File: src/rtl/mux_pkg.sv
// Shared constants and helpers for the arbitrated M:1 output selector.
package mux_pkg;

  // Arbitration modes
  localparam int PRIO_RR    = 0;
  localparam int PRIO_FIXED = 1;

  // Width of a channel index; never narrower than one bit.
  function automatic int sel_width(input int m);
    return (m > 1) ? $clog2(m) : 1;
  endfunction

endpackage

File: src/rtl/rr_arbiter.sv
// Combinational M-way arbiter: round-robin starting at ptr, or fixed
// priority with the lowest index winning. Grant is one-hot or zero.
module rr_arbiter
  import mux_pkg::*;
#(
  parameter  int M        = 4,
  parameter  int PRIORITY = PRIO_RR,
  localparam int SW       = sel_width(M)
) (
  input  logic [M-1:0]  req,
  input  logic [SW-1:0] ptr,
  output logic [M-1:0]  grant,
  output logic [SW-1:0] grant_idx
);

  logic found;
  int   cand;

  // Scan the M candidates in search order and take the first requester
  always_comb begin
    grant     = '0;
    grant_idx = '0;
    found     = 1'b0;
    cand      = 0;
    for (int i = 0; i < M; i++) begin
      if (PRIORITY == PRIO_FIXED) begin
        cand = i;
      end else begin
        cand = int'(ptr) + i;
        if (cand >= M) cand = cand - M;
      end
      if (!found && req[cand]) begin
        found       = 1'b1;
        grant[cand] = 1'b1;
        grant_idx   = SW'(cand);
      end
    end
  end

endmodule

File: src/rtl/mux_arb_mton.sv
// Registered, arbitrated M-input to one-output selector with valid/ready
// handshakes on both sides. Owns the output register and the round-robin
// pointer; arbitration itself lives in rr_arbiter.
module mux_arb_mton
  import mux_pkg::*;
#(
  parameter  int N        = 32,
  parameter  int M        = 4,
  parameter  int PRIORITY = PRIO_RR,
  localparam int SEL_W    = sel_width(M)
) (
  input  logic               clk,
  input  logic               rst,
  input  logic [M*N-1:0]     in_data,
  input  logic [M-1:0]       in_valid,
  output logic [M-1:0]       in_ready,
  output logic [N-1:0]       out_data,
  output logic [SEL_W-1:0]   out_sel,
  output logic               out_valid,
  input  logic               out_ready
);

  logic [N-1:0]     out_data_reg;
  logic [SEL_W-1:0] out_sel_reg;
  logic             out_valid_reg;
  logic [SEL_W-1:0] ptr_reg;
  logic [SEL_W-1:0] ptr_next;

  logic             load_en;
  logic [M-1:0]     req;
  logic [M-1:0]     grant;
  logic [SEL_W-1:0] grant_idx;
  logic [N-1:0]     win_data;

  // Register can take a new word when empty or being drained this cycle;
  // requests are masked otherwise (and during reset) so no grant is issued.
  assign load_en  = !out_valid_reg || out_ready;
  assign req      = (load_en && !rst) ? in_valid : '0;
  assign in_ready = grant;

  rr_arbiter #(
    .M        (M),
    .PRIORITY (PRIORITY)
  ) u_arb (
    .req       (req),
    .ptr       (ptr_reg),
    .grant     (grant),
    .grant_idx (grant_idx)
  );

  // Winner's word; only grant_idx (not in_data) steers the select
  always_comb begin
    win_data = in_data[int'(grant_idx)*N +: N];
  end

  // Pointer moves to the channel after the winner, wrapping at M
  always_comb begin
    if (grant_idx == SEL_W'(M - 1)) ptr_next = '0;
    else                            ptr_next = grant_idx + 1'b1;
  end

  // Output register, pointer and valid flag
  always_ff @(posedge clk) begin
    if (rst) begin
      out_data_reg  <= '0;
      out_sel_reg   <= '0;
      out_valid_reg <= 1'b0;
      ptr_reg       <= '0;
    end else if (load_en) begin
      if (|grant) begin
        out_data_reg  <= win_data;
        out_sel_reg   <= grant_idx;
        out_valid_reg <= 1'b1;
        if (PRIORITY == PRIO_RR) ptr_reg <= ptr_next;
      end else begin
        // Nothing to load: drop valid, keep last data/sel for visibility
        out_valid_reg <= 1'b0;
      end
    end
  end

  assign out_data  = out_data_reg;
  assign out_sel   = out_sel_reg;
  assign out_valid = out_valid_reg;

endmodule

File: config.mk
export PLATFORM = sky130hd
export DESIGN_NAME = mux_arb_mton
export DESIGN_NICKNAME = d
export VERILOG_FILES = /design/src/rtl/mux_pkg.sv /design/src/rtl/rr_arbiter.sv /design/src/rtl/mux_arb_mton.sv
export SDC_FILE = /design/constraint.sdc
export NUM_CORES = 1
export LEC_CHECK = 0
export CAP_MARGIN = 10
export CELL_PAD_IN_SITES_DETAIL_PLACEMENT = 1
export CELL_PAD_IN_SITES_GLOBAL_PLACEMENT = 1
export CORE_ASPECT_RATIO = 0.8
export CORE_MARGIN = 4
export CORE_UTILIZATION = 28
export DETAILED_ROUTE_END_ITERATION = 6
export PLACE_DENSITY_LB_ADDON = 0.08
export SLEW_MARGIN = 10
export SYNTH_ARGS = -nofsm -noshare
export SYNTH_HDL_FRONTEND = slang
export SYNTH_SLANG_ARGS = --single-unit
File: constraint.sdc
create_clock -name clk -period 3.5 [get_ports clk]
set_input_delay 0.7 -clock clk [delete_from_list [all_inputs] [get_ports clk]]
set_output_delay 0.7 -clock clk [all_outputs]
set_load 0.01 [all_outputs]
# --- After elaboration in Yosys (flattened, before gate mapping) ---
# Cells that the tools add are included.
word_totals:
  register_bits: 37
  latch_bits: 0
  mem_bits_rw: 0
  rom_bits: 0
  in_bits: 135
  output_inout_bits: 39
  word_cells: 83
  n_memories: 0
op_classes:
  n_addsub: 8
  mul: 0
  div: 0
  order_cmp: 12
  n_eq_ne: 1
  shift: 1
  n_mux: 38
  bitwise: 3
  n_reduce_logical: 16
op_table:
  columns: ["cell", "n"]
  rows:
  - ["$ge A32 B1 Y1 const B", 4]
  - ["$lt A32 B4 Y1 const B", 4]
  - ["$mux W32", 4]
  - ["$shiftx A128 B8 Y32", 1]
  - ["$ge A32 B4 Y1 const B", 3]
  - ["$sub A32 B4 Y32 const B", 3]
  - ["$mux W4", 5]
  - ["$mux W1", 16]
  - ["$or A4 B4 Y4", 3]
  - ["$mux W2", 5]
  - ["$bmux W1 S2", 4]
  - ["$demux W1 S2", 4]
  - ["$logic_and A1 B1 Y1", 8]
  - ["$add A2 B2 Y3 const B", 2]
  - ["$logic_not A1 Y1", 5]
  - ["$reduce_or A4 Y1", 1]
  - ["$sub A2 B3 Y4 const B", 1]
  - ["$add A2 B1 Y3 const B", 1]
  - ["$ge A2 B3 Y1 const B", 1]
  - ["$add A2 B1 Y2 const B", 1]
  - ["$eq A2 B2 Y1 const B", 1]
  - ["$reduce_and A2 Y1", 1]
  - ["$logic_or A1 B1 Y1", 1]

# --- Depth between registers and ports, before layout ---
logic_depth:
  depth_word: 19
  ltp_mapped: 11
  ltp_nobuf: 10

# --- By module ---
# Synthesis repeated with hierarchy kept, for this count alone.
unflattened:
  hier_cells: 265
  area_unflattened_um2: 2854.0
by_module_without_submodules:
  columns: ["module", "instances", "cells_each", "area_each_um2", "seq_area_each_um2"]
  rows:
  - ["mux_arb_mton", 1, 216, 2397.3, 740.7]
  - ["rr_arbiter", 1, 49, 456.7, 0.0]

# --- Worst setup path after synthesis ---
# Ideal clock, no wire load.
synth_timing:
  kind: "reg2out"
  startpoint: "register ptr_reg[1]"
  endpoint: "output port in_ready[0]"
  arrival_ns: 2.438
  required_time_ns: 2.800
  setup_slack_ns: 0.362
  path_stages_with_launch: 8
  path_buffers: 0
  path_cell_list: "dfxtp_1 -> inv_1 -> ha_1 -> or3b_2 -> a2111oi_2 -> or2_2 -> a221o_1 -> and2_1"
synth_via:
  elab_chain_cells: 15
  elab_cells_between_ends: 63
  classes_between: "add/sub: 7; order compare: 12; mux: 31; bitwise: 3; reduce/logical: 10"
synth_lines:
  columns: ["item", "line", "text"]
  rows:
  - ["start: declaration", "mux_arb_mton.sv:26", "logic [SEL_W-1:0] ptr_reg;"]
  - ["start signal: assignment", "mux_arb_mton.sv:74", "if (PRIORITY == PRIO_RR) ptr_reg <= ptr_next;"]
  - ["branches (longest 14 deep; another with $sub A32 B4 Y32)", null, null]
  - ["$mux W4 *", "rr_arbiter.sv:32", "if (!found && req[cand]) begin"]
  - ["end: declaration", "mux_arb_mton.sv:16", "output logic [M-1:0] in_ready,"]
# Mark *: on every way between the ends. The select of a mux whose other input is x is not followed.

# --- Worst setup path after layout ---
layout_timing:
  startpoint: "register ptr_reg[0]"
  endpoint: "output port in_ready[0]"
# The elaborated chain is that of the path after synthesis.

==> flow_summary.json <==
{
  "status": "finished clean",
  "antenna_left": 0,
  "ys_ff_latch": 37,
  "utilization": 0.5101,
  "r2r-start": "ptr_reg[0]",
  "fp.dieH_microns": 100.3,
  "rsz0062_at_grt": "no",
  "p_seq_frac": 0.185,
  "required_ns": 2.80,
  "drt_iter0_drc": 75,
  "synthCells": 298,
  "grt_pass1_vias": 3306,
  "cts_buffer_depth": 2,
  "async_flop_share": 0,
  "p_per_area_nw_per_um2": 682.2,
  "path_clk_slew_ns": 0.06,
  "diodes": 0,
  "gp_congestion": 0.7979,
  "cp_slowest_cell": "or3b_2",
  "layout.nets": 630,
  "path_class": "flop to output pin",
  "hpwl_microns": 8545,
  "whs_ns": 0.4552,
  "vias_per_cell": 4.813,
  "min_from": "out_data[29]",
  "synth.distinct_cells": 35,
  "rrSetupSlack_ns": 0.40,
  "fmax_mhz": 299.6,
  "cp_top_family": "simple AND/OR/NAND/NOR gates",
  "drv_slew": 0,
  "synthFlopType": "dfxtp_1",
  "fin_crit_ns": 3.338,
  "period_share": 0.9537,
  "netSwitchingFraction": 0.3616,
  "antenna_found_initial": 0,
  "end_kind": "output pin",
  "highest_layer": "met4",
  "synth_xor_area_frac": 0,
  "cp_data_arrival_time_ns": 2.64,
  "grt_max_degree": 36,
  "htreeDepth": 2,
  "min_to": "out_data[29]",
  "ys_warn_count": 0,
  "synth-compound-area-share": 0.05082,
  "synth_top_family_by_area": "multiplexers",
  "floorplan.initialDensity": 0.2886,
  "synth-simple-area-share": 0.1079,
  "clockRootBuffer": "clkbuf_16",
  "crit_path_start_kind": "flop",
  "p_comb_frac": 0.675,
  "rows": 33,
  "dr.pass1.iters": 4,
  "drive_above_1_share": 0.1646,
  "io_buffers": 173,
  "synthMuxAreaShare": 0.4943,
  "synth_area_per_cell_sq_um": 9.997,
  "crit_buf_inv": 3,
  "synth_edf_count": 0,
  "cp_max_fo": 7,
  "cts.sinks": 37,
  "finalHoldViolations": 0,
  "stdcell_count": 626,
  "core_sq_um": 10320,
  "dp_cells": 618,
  "boundaryPins": 174,
  "p_leak_nw": 2.577,
  "vias": 3013,
  "syn_area_sq_um": 2979,
  "globalRouteOverflowTotal": 0,
  "worst_slew_pin_slew_ns": 0.4454,
  "yosysSeqAreaShare": 0.2486,
  "cap_violations": 0,
  "wl_met2_microns": 5175,
  "ff2ff_path_depth": 12,
  "wl_per_cell_microns": 16.80,
  "skew_ns": 0.003761,
  "p_total_mw": 3.592,
  "cts_tree": "done",
  "relSlewSlack": 0.7031,
  "switchingPower_mw": 1.299,
  "drc": 0,
  "grt_util_all_layers": 0.1694,
  "min_path_type": "flop to flop",
  "fp.dieW_microns": 123.3,
  "wl_microns": 10510,
  "p_clk_frac": 0.140,
  "setup_viol": 0,
  "whs_path_depth": 2,
  "syn-num-nets": 442,
  "ir_worst_vdd_mv": 0.2352,
  "routed-wl-met3_microns": 1131,
  "slowest_delay_ns": 0.47,
  "area_delta_synth_final_pct": 76.73,
  "wl_met1_microns": 4104,
  "r2r-end": "ptr_reg[1]",
  "p_int_mw": 2.293,
  "synthAdderAreaFrac": 0.03780,
  "crit_chain": "inv_1, ha_1, buf_4, or3b_2, a21oi_1, or2_2, a221o_1, and2_1, dlygate4sd2_1",
  "grt_pass1_wl_microns": 16540,
  "largest_reg_flops": 32,
  "numCtsBuffers": 5,
  "dieArea_sq_um": 12360,
  "insertion_delay_ns": 0.28
}
==> layout by cell type (no fill, tap or decap), drive strengths merged <==
master,netlist,final
clkdlybuf4s50,0,165
mux2i,101,101
nand2,40,40
dfxtp,37,37
mux2,35,35
buf,18,30
ha,9,9
dlygate4sd2,0,7
and2,6,6
inv,5,5
o21ai,5,5
clkbuf,4,5
nor2b,4,4
nand3,4,4
mux4,3,3
or3b,3,3
nand2b,2,2
nand3b,2,2
or3,2,2
a21oi,2,2
nor2,2,2
a221o,2,2
a32oi,2,2
clkinv,1,2
o211ai,2,2
a2111oi,1,1
a2111o,1,1
a21boi,1,1
o2111ai,1,1
or2,1,1
o41ai,1,1
nor4,1,1
bufinv,0,1
clkdlybuf4s15,0,1
==> logic make-up (layout without fill, tap and decap cells) <==
kind of cell	Yosys count	after routing
multiplexers	139	139
AND/OR/NAND/NOR	67	67
flip-flops	37	37
buffers and inverters	28	216
AO/OA/AOI/OAI	18	18
adder cells (fa/ha/maj)	9	9
==> tightest hold or removal path, stage by stage, from the launching register on <==
cell	delay, ns
dfxtp_1	0.31
nand2_1	0.05
mux2i_1	0.05
==> cells in the mapped netlist, types with 3 or more instances <==
cell type,number,share of area
mux2i_1,101,0.34
nand2_1,40,0.050
dfxtp_1,37,0.25
mux2_2,31,0.12
buf_2,12,0.020
ha_1,9,0.038
and2_1,5,0.010
inv_1,5,0.0063
o21ai_0,5,0.0084
clkbuf_1,4,0.0050
mux2_1,4,0.015
nand3_1,4,0.0067
nor2b_1,4,0.0084
buf_12,3,0.020
buf_4,3,0.0076
mux4_2,3,0.023
or3b_2,3,0.0088
==> through the flow <==
step / setup TNS [ns] / area [sq um] / worst slack (ns)
floorplan: 0 / 2979 / 0.3624
global placement: -1.327 / 5084 / -0.3152
detailed placement: -3.500 / 5084 / -0.3946
CTS: 0 / 5265 / 0.1488
global route: 0 / 5265 / 0.01249
finish: 0 / 5265 / 0.1622
==> worst max-delay path by stage <==
stage	startpoint	end	slack [ns]	depth (start not counted)
global placement	in_valid[2]	in_ready[2]	-0.32	8
CTS	ptr_reg[0]	in_ready[0]	0.15	9
detailed placement	in_valid[2]	in_ready[2]	-0.39	8
finish	ptr_reg[0]	in_ready[0]	0.16	9
global route	ptr_reg[1]	in_ready[0]	0.01	9
floorplan	ptr_reg[1]	in_ready[0]	0.36	7
==> power groups by stage <==
stage / sequential [mW] / clock (mW) / combinational [mW]
detailed placement: 0.673 / 0 / 2.46
floorplan: 0.750 / 0 / 1.33
CTS: 0.668 / 0.521 / 2.48
finish: 0.666 / 0.501 / 2.43
global placement: 0.665 / 0 / 2.41
global route: 0.689 / 0.536 / 2.63
==> routing by layer <==
metal / global-route usage / up-vias
met4: 0.03489 / 0
met2: 0.2945 / 117
met5: 0 / -
met3: 0.07268 / 9
met1: 0.1937 / 1436
li1: - / 1451
==> area by class of cell <==
cell class | instances | area (sq um)
Clock inverter | 2 | 35.03
Fill cell | 1187 | 5057
Timing Repair Buffer | 203 | 2056
Multi-Input combinational cell | 233 | 2111
Clock buffer | 5 | 125.1
Inverter | 6 | 22.52
Tap cell | 140 | 175.2
Sequential cell | 37 | 740.7
==> timing repair <==
item / 4_1_cts / 5_1_grt
hold buffers: 0 / 0
setup buffers: 1 / 0
resized for setup: 13 / 0
endpoints found under the setup margin: 4 / 0
Note: power is estimated with default switching activity, not from simulation.
